File: config.mk
export PLATFORM = sky130hd
export DESIGN_NAME = reset_sequencer
export DESIGN_NICKNAME = d
export VERILOG_FILES = /design/src/rtl/reset_sequencer.sv
export SDC_FILE = /design/constraint.sdc
export NUM_CORES = 1
export LEC_CHECK = 0
export ABC_AREA = 1
export CORE_UTILIZATION = 57
export DETAILED_ROUTE_END_ITERATION = 10
export PLACE_DENSITY = 0.79
export REMOVE_ABC_BUFFERS = 1
export SETUP_SLACK_MARGIN = 0.4
export SLEW_MARGIN = 5
export SYNTH_ARGS = -nofsm -noshare
export SYNTH_HDL_FRONTEND = slang
export SYNTH_SLANG_ARGS = --single-unit
File: constraint.sdc
create_clock -name sys_clk_i -period 4.49 [get_ports sys_clk_i]
set_input_delay 0.449 -clock sys_clk_i [delete_from_list [all_inputs] [get_ports sys_clk_i]]
set_output_delay 0.449 -clock sys_clk_i [all_outputs]
set_load 0.01 [all_outputs]
File: src/rtl/reset_sequencer.sv
// Reset sequencer: board/soft reset -> stretched network reset -> SoC release once the network reports done.
// Define RESET_TIMEOUT_EN to add the network-done timeout with re-reset retry pulses and a saturating retry count.
`timescale 1ns/1ps
module reset_sequencer #(
  parameter int SYNC_STAGES    = 2,
  parameter int STRETCH_CYCLES = 1024,
  parameter int TIMEOUT_CYCLES = 1048576,
  parameter int RETRY_PULSE    = 16
) (
  input  logic       sys_clk_i,
  input  logic       areset_n_i,
  input  logic       soft_rst_i,
  input  logic       net_resetdone_i,
  output logic       net_rst_o,
  output logic       soc_rst_o,
  output logic       soc_rst_n_o,
  output logic       ready_o,
  output logic [2:0] state_o,
  output logic [3:0] retry_cnt_o
);

  typedef enum logic [2:0] {
    HOLD     = 3'd0,
    STRETCH  = 3'd1,
    NET_WAIT = 3'd2,
    RETRY    = 3'd3,
    RUN      = 3'd4
  } state_t;

  localparam logic [23:0] STRETCH_LAST = 24'(STRETCH_CYCLES - 1);
`ifdef RESET_TIMEOUT_EN
  localparam logic [23:0] TIMEOUT_LAST = 24'(TIMEOUT_CYCLES - 1);
  localparam logic [23:0] RETRY_LAST   = 24'(RETRY_PULSE - 1);
`endif

  if (SYNC_STAGES < 2 || SYNC_STAGES > 4) begin : g_bad_sync
    $error("reset_sequencer: SYNC_STAGES must be 2..4");
  end
  if (STRETCH_CYCLES < 1 || STRETCH_CYCLES > 24'hFFFFFF) begin : g_bad_stretch
    $error("reset_sequencer: STRETCH_CYCLES must be 1..2^24-1");
  end
  if (TIMEOUT_CYCLES < 2 || TIMEOUT_CYCLES > 24'hFFFFFF) begin : g_bad_timeout
    $error("reset_sequencer: TIMEOUT_CYCLES must be 2..2^24-1");
  end
  if (RETRY_PULSE < 1 || RETRY_PULSE > 24'hFFFFFF) begin : g_bad_retry
    $error("reset_sequencer: RETRY_PULSE must be 1..2^24-1");
  end

  logic [SYNC_STAGES-1:0] rst_pipe;
  logic [SYNC_STAGES-1:0] done_pipe;
  logic                   rst_rel;
  logic                   done_s;
  state_t                 state;
  state_t                 nxt;
  logic [23:0]            cnt;

  assign rst_rel = rst_pipe[SYNC_STAGES-1];
  assign done_s  = done_pipe[SYNC_STAGES-1];

  always_ff @(posedge sys_clk_i or negedge areset_n_i) begin
    if (!areset_n_i) begin
      rst_pipe <= '0;
    end else begin
      rst_pipe <= {rst_pipe[SYNC_STAGES-2:0], 1'b1};
    end
  end

  // A done level seen while the network is still held in reset is stale, so the chain is flushed then.
  always_ff @(posedge sys_clk_i or negedge areset_n_i) begin
    if (!areset_n_i) begin
      done_pipe <= '0;
    end else if (net_rst_o) begin
      done_pipe <= '0;
    end else begin
      done_pipe <= {done_pipe[SYNC_STAGES-2:0], net_resetdone_i};
    end
  end

  always_comb begin
    nxt = state;
    if (soft_rst_i) begin
      nxt = HOLD;
    end else begin
      case (state)
        HOLD:     if (rst_rel) nxt = STRETCH;
        STRETCH:  if (cnt == STRETCH_LAST) nxt = NET_WAIT;
        NET_WAIT: begin
          if (done_s) begin
            nxt = RUN;
          end
`ifdef RESET_TIMEOUT_EN
          else if (cnt == TIMEOUT_LAST) begin
            nxt = RETRY;
          end
`endif
        end
`ifdef RESET_TIMEOUT_EN
        RETRY:    if (cnt == RETRY_LAST) nxt = NET_WAIT;
`endif
        RUN:      if (!done_s) nxt = NET_WAIT;
        default:  nxt = HOLD;
      endcase
    end
  end

  // Outputs are registered from the next state so they change on the same edge as state_o.
  always_ff @(posedge sys_clk_i or negedge areset_n_i) begin
    if (!areset_n_i) begin
      state       <= HOLD;
      cnt         <= '0;
      net_rst_o   <= 1'b1;
      soc_rst_o   <= 1'b1;
      soc_rst_n_o <= 1'b0;
      ready_o     <= 1'b0;
    end else begin
      state       <= nxt;
      cnt         <= (nxt != state || nxt == HOLD || nxt == RUN) ? 24'd0 : cnt + 24'd1;
      net_rst_o   <= (nxt == HOLD) || (nxt == STRETCH) || (nxt == RETRY);
      soc_rst_o   <= (nxt != RUN);
      soc_rst_n_o <= (nxt == RUN);
      ready_o     <= (nxt == RUN);
    end
  end

  assign state_o = state;

`ifdef RESET_TIMEOUT_EN
  logic [3:0] retry_cnt;

  always_ff @(posedge sys_clk_i or negedge areset_n_i) begin
    if (!areset_n_i) begin
      retry_cnt <= '0;
    end else if (state == NET_WAIT && nxt == RETRY && retry_cnt != 4'hF) begin
      retry_cnt <= retry_cnt + 4'd1;
    end
  end

  assign retry_cnt_o = retry_cnt;
`else
  assign retry_cnt_o = 4'd0;
`endif

endmodule

[Yosys cells after proc, flatten, opt, wreduce, memory -nomap -nowiden]
Cells that the tools add are included.
Word-level totals
  input port bits: 4
  bits in registers: 34
  logic and storage cells: 31
  output and inout port bits: 11
Operators by class
  reductions and logical operators: 6
  muxes and demuxes: 8
  equal/unequal tests: 9
  add/sub/neg operators: 1
Operators with widths (count)
  adder 24 x 1 -> 24 bit, second input constant: 1
  == test 24 x 10 -> 1 bit, second input constant: 1
  2-to-1 mux 24 bit: 1
  2-to-1 mux 3 bit: 5
  case mux 3 bit (4 select lines): 1
  == test 3 x 1 -> 1 bit, second input constant: 2
  == test 3 x 2 -> 1 bit, second input constant: 2
  == test 3 bit, second input constant: 2
  logical NOT 3 bit: 2
  logical OR 1 bit: 4
  != test 3 bit: 1
  != test 3 bit, second input constant: 1
  2-to-1 mux 2 bit: 1

[Depth between registers and ports, before layout]
Gate-level depths: netlist (run 1).
  depth after elaboration: 8
  depth in mapped cells: 11
  gate-level depth less buffers: 10

[Worst setup path before layout (run 1)]
No wires, ideal clock.
  kind: flip-flop to flip-flop
  start point: reg cnt[0]
  end point: reg cnt[12]
  buffers on the path: 1
  required time: 4.370 ns
  data arrival time: 1.495 ns
  setup time: 0.120 ns
  clock period less this slack: 1.615 ns
  stages on the path, launching flop included: 10
  slack: 2.875 ns
  cell sequence: dfrtp_1 > ha_1 > nand3_4 > nor3_4 > nand3_2 > o21ai_2 > nand2_1 > nand2_2 > buf_6 > nor2_1
Between the ends
  word-level cells in the longest chain between the ends: 8
  elaborated cells between the ends (all ways): 11
  classes of those cells: add/sub: 1; eq/ne: 3; mux: 4; reduce/logical: 3
RTL lines
  start, declared: line 55  | logic [23:0] cnt;
  start signal, assigned: line 117  | cnt <= (nxt != state || nxt == HOLD || nxt == RUN) ? 24'd0 : cnt + 24'd1;
  == test 24 x 10 -> 1 bit: line 86  | STRETCH: if (cnt == STRETCH_LAST) nxt = NET_WAIT;
  2-to-1 mux 3 bit: line 86
  case mux 3 bit (4 select lines): line 84  | case (state)
  2-to-1 mux 3 bit: line 81  | if (soft_rst_i) begin
  != test 3 bit / logical NOT 3 bit (equally long branches): line 117
  logical OR 1 bit (2 in a row): line 117
  2-to-1 mux 24 bit *: line 117
Mark *: on every way between the ends. The rest lies on a longest branch, timed or not.

[Final worst setup path (run 1)]
  start point: reg cnt[0]
  end point: reg cnt[0]
Same word-level chain as after synthesis.

==> run_results.csv, run 1 <==
group,metric,value,unit
layout,syn_to_final_growth,10.2,%
die,rows,19,
synthesis,yosysTopAreaCell,"dfrtp_1",
outcome,outcome,"finished, violations left",
synthesis,synthTopCellsByArea,"dfrtp_1 45%, nor2_1 12%, nand2_1 7.8%",
die,die_h,57.8,µm
synthesis,synth_cell_types,25,
routing,dr.first_iter.drc_count,72,
global_route,grt_pass1_wl,5.46,mm
clock_tree,cts_setup_buffers,0,
placement,routabilityCongestion,0.889,
clock_tree,cts_buffers,5,
clock_tree,root_buffer,"clkbuf_4",
flow_run,maxCapViolCount,0,
clock_tree,clk_pin_slew_worst_paths,110,ps
clock_tree,insertion_delay,340,ps
die,ios,15,
critical_path,cp_max_fo,24,
global_route,grt_pass1_vias,1231,
critical_path,worst_ep_required_time,4710,ps
synthesis,synthCells,212,
routing,drtAntennaViolNets,0,
synthesis,syn_area,1770,µm²
synthesis,ys_seq_area_share,48.1,%
global_route,grt_max_degree,35,
critical_path,worstPathCellList,"ha_1 > nand3_4 > nor3_4 > nand3_2 > o21ai_2 > nand2_1 > nand2_2 > nor2_1",
timing,skew,8.42,ps
routing,remaining_drc_errors,1,
clock_tree,cts_tree,"done",
die,dieArea,3340,µm²
timing,period_share,44.4,%
synthesis,ys_ff_latch,34,
die,core-area,2850,µm²
timing,max_freq,502,MHz
placement,pre_cts_ws,2390,ps
clock_tree,h-tree-depth,2,
synthesis,yosysWarnings,0,
timing,final.setup.tns,0,ps
pwr,irDropWorstVdd,0.253,mV
routing,wirelength,3.20,mm
critical_path,slowest_delay,390,ps
layout,drive_gt1_share,9.25,%
critical_path,cp-start-kind,"flop",
layout,final_common_cell,"nor2_1",
pwr,p_leak,0.855,nW
clock_tree,ctsHoldBuffers,0,
routing,wl_per_cell,12.4,µm
outcome,violations,"DRC",
placement,dp_hpwl,2.46,mm
critical_path,end_kind,"flop",
timing,hold_viol_final,0,
layout,post-route-util,68.5,%
die,initial_core_util,62.1,%
routing,num_vias,1331,
layout,final_cell_mix,"58 x nor2_1, 37 x nand2_1, 32 x dfrtp_1",
timing,rsz0062_at_grt,"no",
timing,final_max_slew_viol_count,0,
timing,setup_viol,0,
critical_path,crit_type,"reg -> reg",
global_route,antenna_found_initial,0,
placement,port_buffers,10,
routing,first_pass_iters,7,
global_route,grt_overflow_total,0,
clock_tree,postCtsResizedCells,0,
die,die_w,57.8,µm
timing,layout_setup_ws,2500,ps
pwr,p_per_area,286,nW/µm²
synthesis,synth_top_area_share,45.2,%
global_route,track_usage,22.5,%
layout,fin_nets,231,
clock_tree,cts.sinks,34,
clock_tree,clock_path_buffers,2,
hold_path,hold_class,"reg -> reg",
layout,num_antenna_cells,0,
critical_path,arrival,2210,ps
routing,vias_per_cell,5.16,
timing,min_period,1990,ps
critical_path,crit_slowest_cell,"dfrtp_1",
synthesis,syn_avg_cell_area,8.36,µm²
-- worst max-delay path, delay by kind of cell (launching register included) --
kind | cells | cell delay [ps]
flops | 1 | 390
simple gates | 6 | 1030
compound gates | 1 | 160
fa+ha+maj | 1 | 270
-- Yosys cell counts --
cell type and n:
nand2_1 37, buf_4 5, a21oi_1 2, o21ai_0 1, dfstp_2 2, nand3_1 8
nand4_1 7, inv_1 20, nand3_2 2, ha_1 1, nand3_4 1, nor2_2 1
buf_6 2, o21ai_2 1, and3_2 1, nor3_1 3, or2_4 1, nor3_2 1
nor2_1 58, dfrtp_1 32, nand2_2 1, xor2_1 13, conb_1 2, nor3_4 1
xnor2_1 9
-- flip-flops by register name (all words and copies together) (netlist names) --
name	flops
net_rst_o	1
state_o	3
cnt	24
soc_rst_o	1
ready_o	1
rst_pipe	2
done_pipe	2
-- logic make-up after synthesis --
kind of cell | share of synthesized area [%]
compound gates | 1.34
xor+xnor | 10.9
fa+ha+maj | 0.706
buf+inv | 7.62
flops | 48.1
other cells | 0.424
simple gates | 30.9
-- routing by layer --
layer / track usage (%) / part of all wire (%)
met5: 0 / 0
met4: 8.84 / 1.3
met3: 7.14 / 5.3
met2: 33.4 / 44
met1: 31.2 / 49
-- through the flow --
step	total power, mW	instance area (µm²)	std cells	hold slack, ps
after floorplan	0.328	1720	208	153
after global placement	0.340	1870	250	334
after detailed placement	0.342	1870	250	336
after CTS	0.564	1950	258	361
after global routing	0.581	1950	258	368
final	0.558	1950	258	359
-- path summary, 6_finish.rpt --
path / startpoint / end / slack (ps) / cells past startpoint
worst min-delay path: rst_pipe[0]$_DFF_PN0_ / rst_pipe[1]$_DFF_PN0_ / 360 / 0
min in group asynchronous: areset_n_i / cnt[8]$_DFF_PN0_ / 490 / 2
worst max-delay path: cnt[0]$_DFF_PN0_ / cnt[0]$_DFF_PN0_ / 2500 / 8
worst max register to register: cnt[0]$_DFF_PN0_ / cnt[0]$_DFF_PN0_ / 2500 / 8
worst min register to register: rst_pipe[0]$_DFF_PN0_ / rst_pipe[1]$_DFF_PN0_ / 360 / 0
max in group asynchronous: areset_n_i / soc_rst_o$_DFF_PN1_ / 3680 / 2
-- report_power, final --
part / leakage, nW / internal [mW] / total [mW] / switching [mW]
combinational: 0.356 / 0.00721 / 0.0250 / 0.0178
clock: 0.0374 / 0.117 / 0.222 / 0.106
sequential: 0.461 / 0.309 / 0.311 / 0.00194
-- layout make-up --
| type | count | area, µm² |
|---|---|---|
| fillers | 261 | 900 |
| clock buffers | 5 | 37.5 |
| clock inverters | 3 | 45.0 |
| repair buffers | 11 | 108 |
| well taps | 31 | 38.8 |
| flip-flops and latches | 34 | 853 |
| inverters | 20 | 75.1 |
| multi-input cells | 154 | 796 |
Power figures use the tool's default switching activity.
==> inputs of run 2 (changes only) <==
==> constraint.sdc (replaced) <==
create_clock -name sys_clk_i -period 1.9 [get_ports sys_clk_i]
set_input_delay 0.19 -clock sys_clk_i [delete_from_list [all_inputs] [get_ports sys_clk_i]]
set_output_delay 0.19 -clock sys_clk_i [all_outputs]
set_load 0.01 [all_outputs]
==> run 2 against run 1 <==
The run still ends with DRC left. Via count increased by 12%. Register-to-register slack lost 2300 ps. Global-route usage up 2.6 points. Design area is 9.3% higher. Power grew to 2.7 times the previous value. Hold slack got worse by 140 ps. First-iteration DRC count up 31%. Non-clock buffer count rose by 10. Highest routed layer unchanged.
==> run_results.csv, run 2 (synthesis gave the netlist of run 1 again) <==
group,metric,value,unit
layout,regMostFlops,"cnt",
die,die_h,57.8,µm
hold_path,hold_class,"in -> async",
outcome,outcome,"finished, violations left",
timing,period_share,87.9,%
clock_tree,ctsHoldBuffers,0,
clock_tree,h-tree-depth,2,
routing,first_pass_iters,7,
die,die_w,57.8,µm
layout,multi_input_area,847,µm²
die,core-area,2850,µm²
critical_path,slowest_delay,410,ps
layout,post-route-util,74.8,%
placement,port_buffers,10,
routing,drtAntennaViolNets,0,
timing,layout_setup_ws,229,ps
global_route,track_usage,25.1,%
critical_path,end_kind,"flop",
critical_path,worstPathCellList,"ha_4 > nand3_4 > nor3_4 > nand3_2 > o21ai_2 > nand2_2 > nand2_4 > clkbuf_16 > nor2_1",
layout,fin_nets,241,
timing,setup_viol,0,
clock_tree,cts_buffers,5,
global_route,grt_overflow_total,0,
die,rows,19,
flow_run,maxCapViolCount,0,
routing,dr.first_iter.drc_count,94,
timing,hold_viol_final,0,
die,dieArea,3340,µm²
timing,rsz0062_at_grt,"yes",
die,ios,15,
layout,syn_to_final_growth,20.4,%
critical_path,crit_slowest_cell,"dfrtp_1",
routing,wl_per_cell,14.5,µm
clock_tree,clk_pin_slew_worst_paths,110,ps
critical_path,arrival,1910,ps
layout,final_cell_mix,"48 x nor2_1, 35 x nand2_1, 32 x dfrtp_1",
critical_path,crit_type,"reg -> reg",
critical_path,cp-start-kind,"flop",
timing,final.setup.tns,0,ps
layout,seqCellArea,853,µm²
clock_tree,insertion_delay,350,ps
global_route,grt_pass1_wl,6.17,mm
pwr,p_leak,0.960,nW
pwr,irDropWorstVdd,0.473,mV
outcome,violations,"DRC",
routing,remaining_drc_errors,1,
die,initial_core_util,62.1,%
timing,min_period,1670,ps
timing,max_freq,599,MHz
global_route,grt_max_degree,35,
critical_path,cp_max_fo,6,
placement,pre_cts_ws,105,ps
pwr,p_per_area,702,nW/µm²
routing,vias_per_cell,5.57,
placement,routabilityCongestion,0.947,
layout,largest_reg_flops,24,
timing,final_max_slew_viol_count,0,
clock_tree,cts_tree,"done",
layout,final_common_cell,"nor2_1",
global_route,grt_pass1_vias,1348,
critical_path,worst_ep_required_time,2140,ps
clock_tree,cts.sinks,34,
global_route,antenna_found_initial,0,
routing,num_vias,1493,
layout,drive_gt1_share,19.0,%
clock_tree,root_buffer,"clkbuf_4",
layout,num_antenna_cells,0,
layout,fillers,197,
routing,wirelength,3.88,mm
timing,skew,7.41,ps
placement,dp_hpwl,2.55,mm
clock_tree,clock_path_buffers,2,
==> run 2: worst paths after layout <==
kind                                            start               endpoint  slack (ps)  cells after the start
worst max-delay path                 cnt[1]$_DFF_PN0_      cnt[13]$_DFF_PN0_         230                      9
worst min-delay path                       areset_n_i       cnt[8]$_DFF_PN0_         220                      2
worst max register to register       cnt[1]$_DFF_PN0_      cnt[13]$_DFF_PN0_         230                      9
worst min register to register  rst_pipe[0]$_DFF_PN0_  rst_pipe[1]$_DFF_PN0_         360                      0
max in group asynchronous                  areset_n_i    net_rst_o$_DFF_PN1_        1350                      2
min in group sys_clk_i          rst_pipe[0]$_DFF_PN0_  rst_pipe[1]$_DFF_PN0_         360                      0
==> run 2: repair_timing <==
action | CTS | global route
pin swaps | 1 | 5
setup endpoints to repair | 30 | 26
cloned | 0 | 2
buffers inserted | 4 | 3
gates resized for setup | 6 | 15
==> run 2: metrics by stage <==
stage	cells	hold WS [ps]	total power, mW	instance area, µm²
after floorplan	208	-106	0.776	1720
after global placement	251	335	0.812	1890
after detailed placement	251	336	0.816	1890
after CTS	263	231	1.49	2030
after global routing	268	255	1.56	2130
final	268	224	1.50	2130
==> run 2: report_power, final <==
group / internal (mW) / total, mW / switching, mW
clock network: 0.411 / 0.665 / 0.254
registers: 0.730 / 0.734 / 0.00468
logic: 0.0395 / 0.0986 / 0.0591
==> run 2: final cells by class <==
type	count	area share (%)
clock inverters	3	3.22
repair buffers	21	10.0
well taps	31	1.82
clock buffers	5	1.76
inverters	20	3.52
flip-flops and latches	34	40.0
multi-input cells	154	39.7
==> run 2: critical path: cells and delay by family (launching register included) <==
kind / cells / cell delay (ps)
AOI/OAI and AO/OA: 1 / 210
buffers and inverters: 1 / 160
adders and majority gates: 1 / 170
DFF: 1 / 410
and+or+nand+nor: 6 / 620
==> run 2: per-layer routing <==
metal  share of wire, %  vias up  routed length, µm  GRT usage (%)
li1                   -      697                  -              -
met1                 42      702               1610           33.1
met2                 48       81               1880           38.0
met3                6.7       13                260           6.47
met4                3.4        0                131           13.9
met5                  0        -                  0              0
==> inputs of run 3 (changes only) <==
--- a/config.mk
+++ b/config.mk
@@ -5,10 +5,9 @@
 export SDC_FILE = /design/constraint.sdc
 export NUM_CORES = 1
 export LEC_CHECK = 0
-export ABC_AREA = 1
-export CORE_UTILIZATION = 57
+export CORE_UTILIZATION = 56
 export DETAILED_ROUTE_END_ITERATION = 10
-export PLACE_DENSITY = 0.79
+export PLACE_DENSITY = 0.78
 export REMOVE_ABC_BUFFERS = 1
 export SETUP_SLACK_MARGIN = 0.4
 export SLEW_MARGIN = 5
==> run 3 against run 2 <==
The flow now finishes without violations. Global-route usage is 2.0 points lower. First-iteration DRC count fell by 68%. Core utilization decreased by 4.0 points. Worst setup slack got worse by 68 ps.
==> run_results.csv, run 3 <==
group,metric,value,unit
clock_tree,cts.sinks,34,
routing,first_pass_iters,4,
clock_tree,ctsHoldBuffers,0,
pwr,combinationalPowerShare,5.6,%
placement,placed_cell_area,1800,µm²
critical_path,cp-start-kind,"flop",
routing,num_vias,1303,
layout,post-route-util,70.8,%
routing,remaining_drc_errors,0,
routing,wirelength,3.49,mm
timing,layout_setup_ws,161,ps
die,dieArea,3250,µm²
timing,setup_viol,0,
flow_run,maxCapViolCount,0,
pwr,p_int,0.937,mW
timing,rsz0062_at_grt,"yes",
clock_tree,cts_buffers,5,
synthesis,ys.flop_type,"dfrtp_1",
synthesis,synth_enable_flop_cells,0,
synthesis,synth_cell_types,36,
global_route,grt_max_degree,35,
layout,final_cell_area,1990,µm²
clock_tree,clk_pin_slew_worst_paths,110,ps
placement,routabilityCongestion,0.817,
synthesis,yosysWarnings,0,
timing,hold_viol_final,0,
synthesis,synthCells,162,
die,core-area,2810,µm²
layout,syn_to_final_growth,17.0,%
synthesis,yosysMostFrequentCell,"dfrtp_1",
placement,port_buffers,10,
timing,final.setup.tns,0,ps
outcome,outcome,"complete, no violations",
critical_path,end_kind,"flop",
pwr,irDropWorstVdd,0.537,mV
timing,max_freq,575,MHz
synthesis,synthTopCellsByCount,"32 x dfrtp_1, 15 x a21oi_1, 13 x xor2_1",
global_route,grt_overflow_total,0,
critical_path,cp_max_fo,12,
pwr,clkPwrFrac,34.3,%
layout,final_cell_mix,"31 x dfrtp_1, 15 x a21oi_1, 13 x xor2_1",
timing,skew,17.6,ps
synthesis,synth_top_area_share,47.2,%
critical_path,worst_ep_required_time,2120,ps
timing,final_max_slew_viol_count,0,
hold_path,hold_class,"in -> async",
pwr,seqPwrFrac,60.1,%
timing,period_share,91.5,%
die,die_h,57.0,µm
synthesis,ys_seq_area_share,50.3,%
pwr,p_sw_share,23.2,%
global_route,grt_pass1_wl,5.67,mm
layout,final_common_cell,"dfrtp_1",
routing,drtAntennaViolNets,0,
pwr,p_leak,0.840,nW
global_route,grt_pass1_vias,1300,
clock_tree,insertion_delay,340,ps
clock_tree,h-tree-depth,2,
synthesis,async_flop_share,100,%
die,die_w,57.0,µm
synthesis,ys_ff_latch,34,
placement,dp_hpwl,2.10,mm
routing,dr.first_iter.drc_count,30,
routing,vias_per_cell,6.12,
synthesis,syn_avg_cell_area,10.5,µm²
routing,wl_per_cell,16.4,µm
global_route,antenna_found_initial,0,
synthesis,syn_area,1700,µm²
clock_tree,clock_path_buffers,2,
pwr,p_per_area,614,nW/µm²
synthesis,synthTopCellsByArea,"dfrtp_1 47%, xor2_1 6.7%, a21oi_1 4.4%",
pwr,finalPower,1.22,mW
layout,seqCellArea,855,µm²
clock_tree,cts_tree,"done",
layout,multi_input_area,796,µm²
placement,pre_cts_ws,141,ps
critical_path,crit_type,"reg -> reg",
die,rows,19,
clock_tree,root_buffer,"clkbuf_4",
die,ios,15,
layout,largest_reg_flops,24,
critical_path,arrival,1960,ps
layout,regMostFlops,"cnt",
global_route,track_usage,23.1,%
die,initial_core_util,60.5,%
synthesis,yosysTopAreaCell,"dfrtp_1",
layout,fillers,189,
timing,min_period,1740,ps
layout,drive_gt1_share,18.7,%
layout,fin_nets,186,
pwr,power_switching,0.282,mW
layout,num_antenna_cells,0,
-- run 3: cell count changes in the layout (fill, tap and decap cells not counted), sizes merged, moves of 5 or more --
cell,previous run,this run
nor2,59,4
nand2,38,5
o21ai,2,8
xnor2,9,2
or3,0,7
nor3,5,0
a21oi,2,15
a22oi,0,8
inv,20,5
-- run 3: area by class of cell --
cell class | instances | area share [%]
clock buffers | 7 | 2.77
flip-flops and latches | 34 | 43.0
repair buffers | 22 | 11.0
well taps | 31 | 1.95
inverters | 5 | 0.945
multi-input cells | 113 | 40.1
clock inverters | 1 | 0.252
-- run 3: critical path, stage by stage, from the launching register on --
cell       delay (ps)
dfrtp_1           440
nor4_2            360
nand4_1           220
o2111ai_4         310
clkbuf_16         220
a22oi_1            90
-- run 3: timing repair --
| action | in CTS | in global routing |
|---|---|---|
| endpoints found under the setup margin | 32 | 27 |
| pin swaps | 1 | 4 |
| setup buffers | 6 | 1 |
| gates cloned | 0 | 1 |
| gates resized for setup | 9 | 5 |
-- run 3: path summary, 6_finish.rpt --
check,startpoint,to,slack (ps),cells past startpoint
min in group sys_clk_i,rst_pipe[0]$_DFF_PN0_,rst_pipe[1]$_DFF_PN0_,360,0
min reg2reg,rst_pipe[0]$_DFF_PN0_,rst_pipe[1]$_DFF_PN0_,360,0
max in group asynchronous,areset_n_i,net_rst_o$_DFF_PN1_,1310,2
min,areset_n_i,cnt[23]$_DFF_PN0_,250,2
max reg2reg,cnt[14]$_DFF_PN0_,cnt[23]$_DFF_PN0_,160,5
max,cnt[14]$_DFF_PN0_,cnt[23]$_DFF_PN0_,160,5
-- run 3: kinds of logic (layout without fill, tap and decap cells) --
family | after synthesis | count (layout) | synth area share, %
buffers and inverters | 18 | 35 | 6.19
AO/OA/AOI/OAI | 37 | 37 | 13.6
flip-flops | 34 | 34 | 50.3
other | 2 | 5 | 0.443
XOR/XNOR | 15 | 15 | 7.74
AND/OR/NAND/NOR | 55 | 55 | 20.9
adder cells (fa/ha/maj) | 1 | 1 | 0.737
-- run 3: power by group through the flow --
stage          sequential (mW)  clock, mW  combinational, mW
5_1_grt                  0.733      0.447             0.0761
4_1_cts                  0.732      0.420             0.0584
3_3_place_gp             0.748          0             0.0524
3_5_place_dp             0.748          0             0.0533
6_report                 0.732      0.419             0.0681
2_1_floorplan            0.748          0             0.0176
-- run 3: layer usage --
metal	GRT usage, %	share of wire (%)
met3	7.48	5.1
met4	10.8	3.5
met2	35.6	47
met1	29.7	44
met5	0	0
-- run 3: per-stage QoR --
step	instances	hold slack (ps)
floorplan	152	-106
finish	213	246
CTS	211	268
global placement	197	333
detailed placement	197	340
global route	213	308
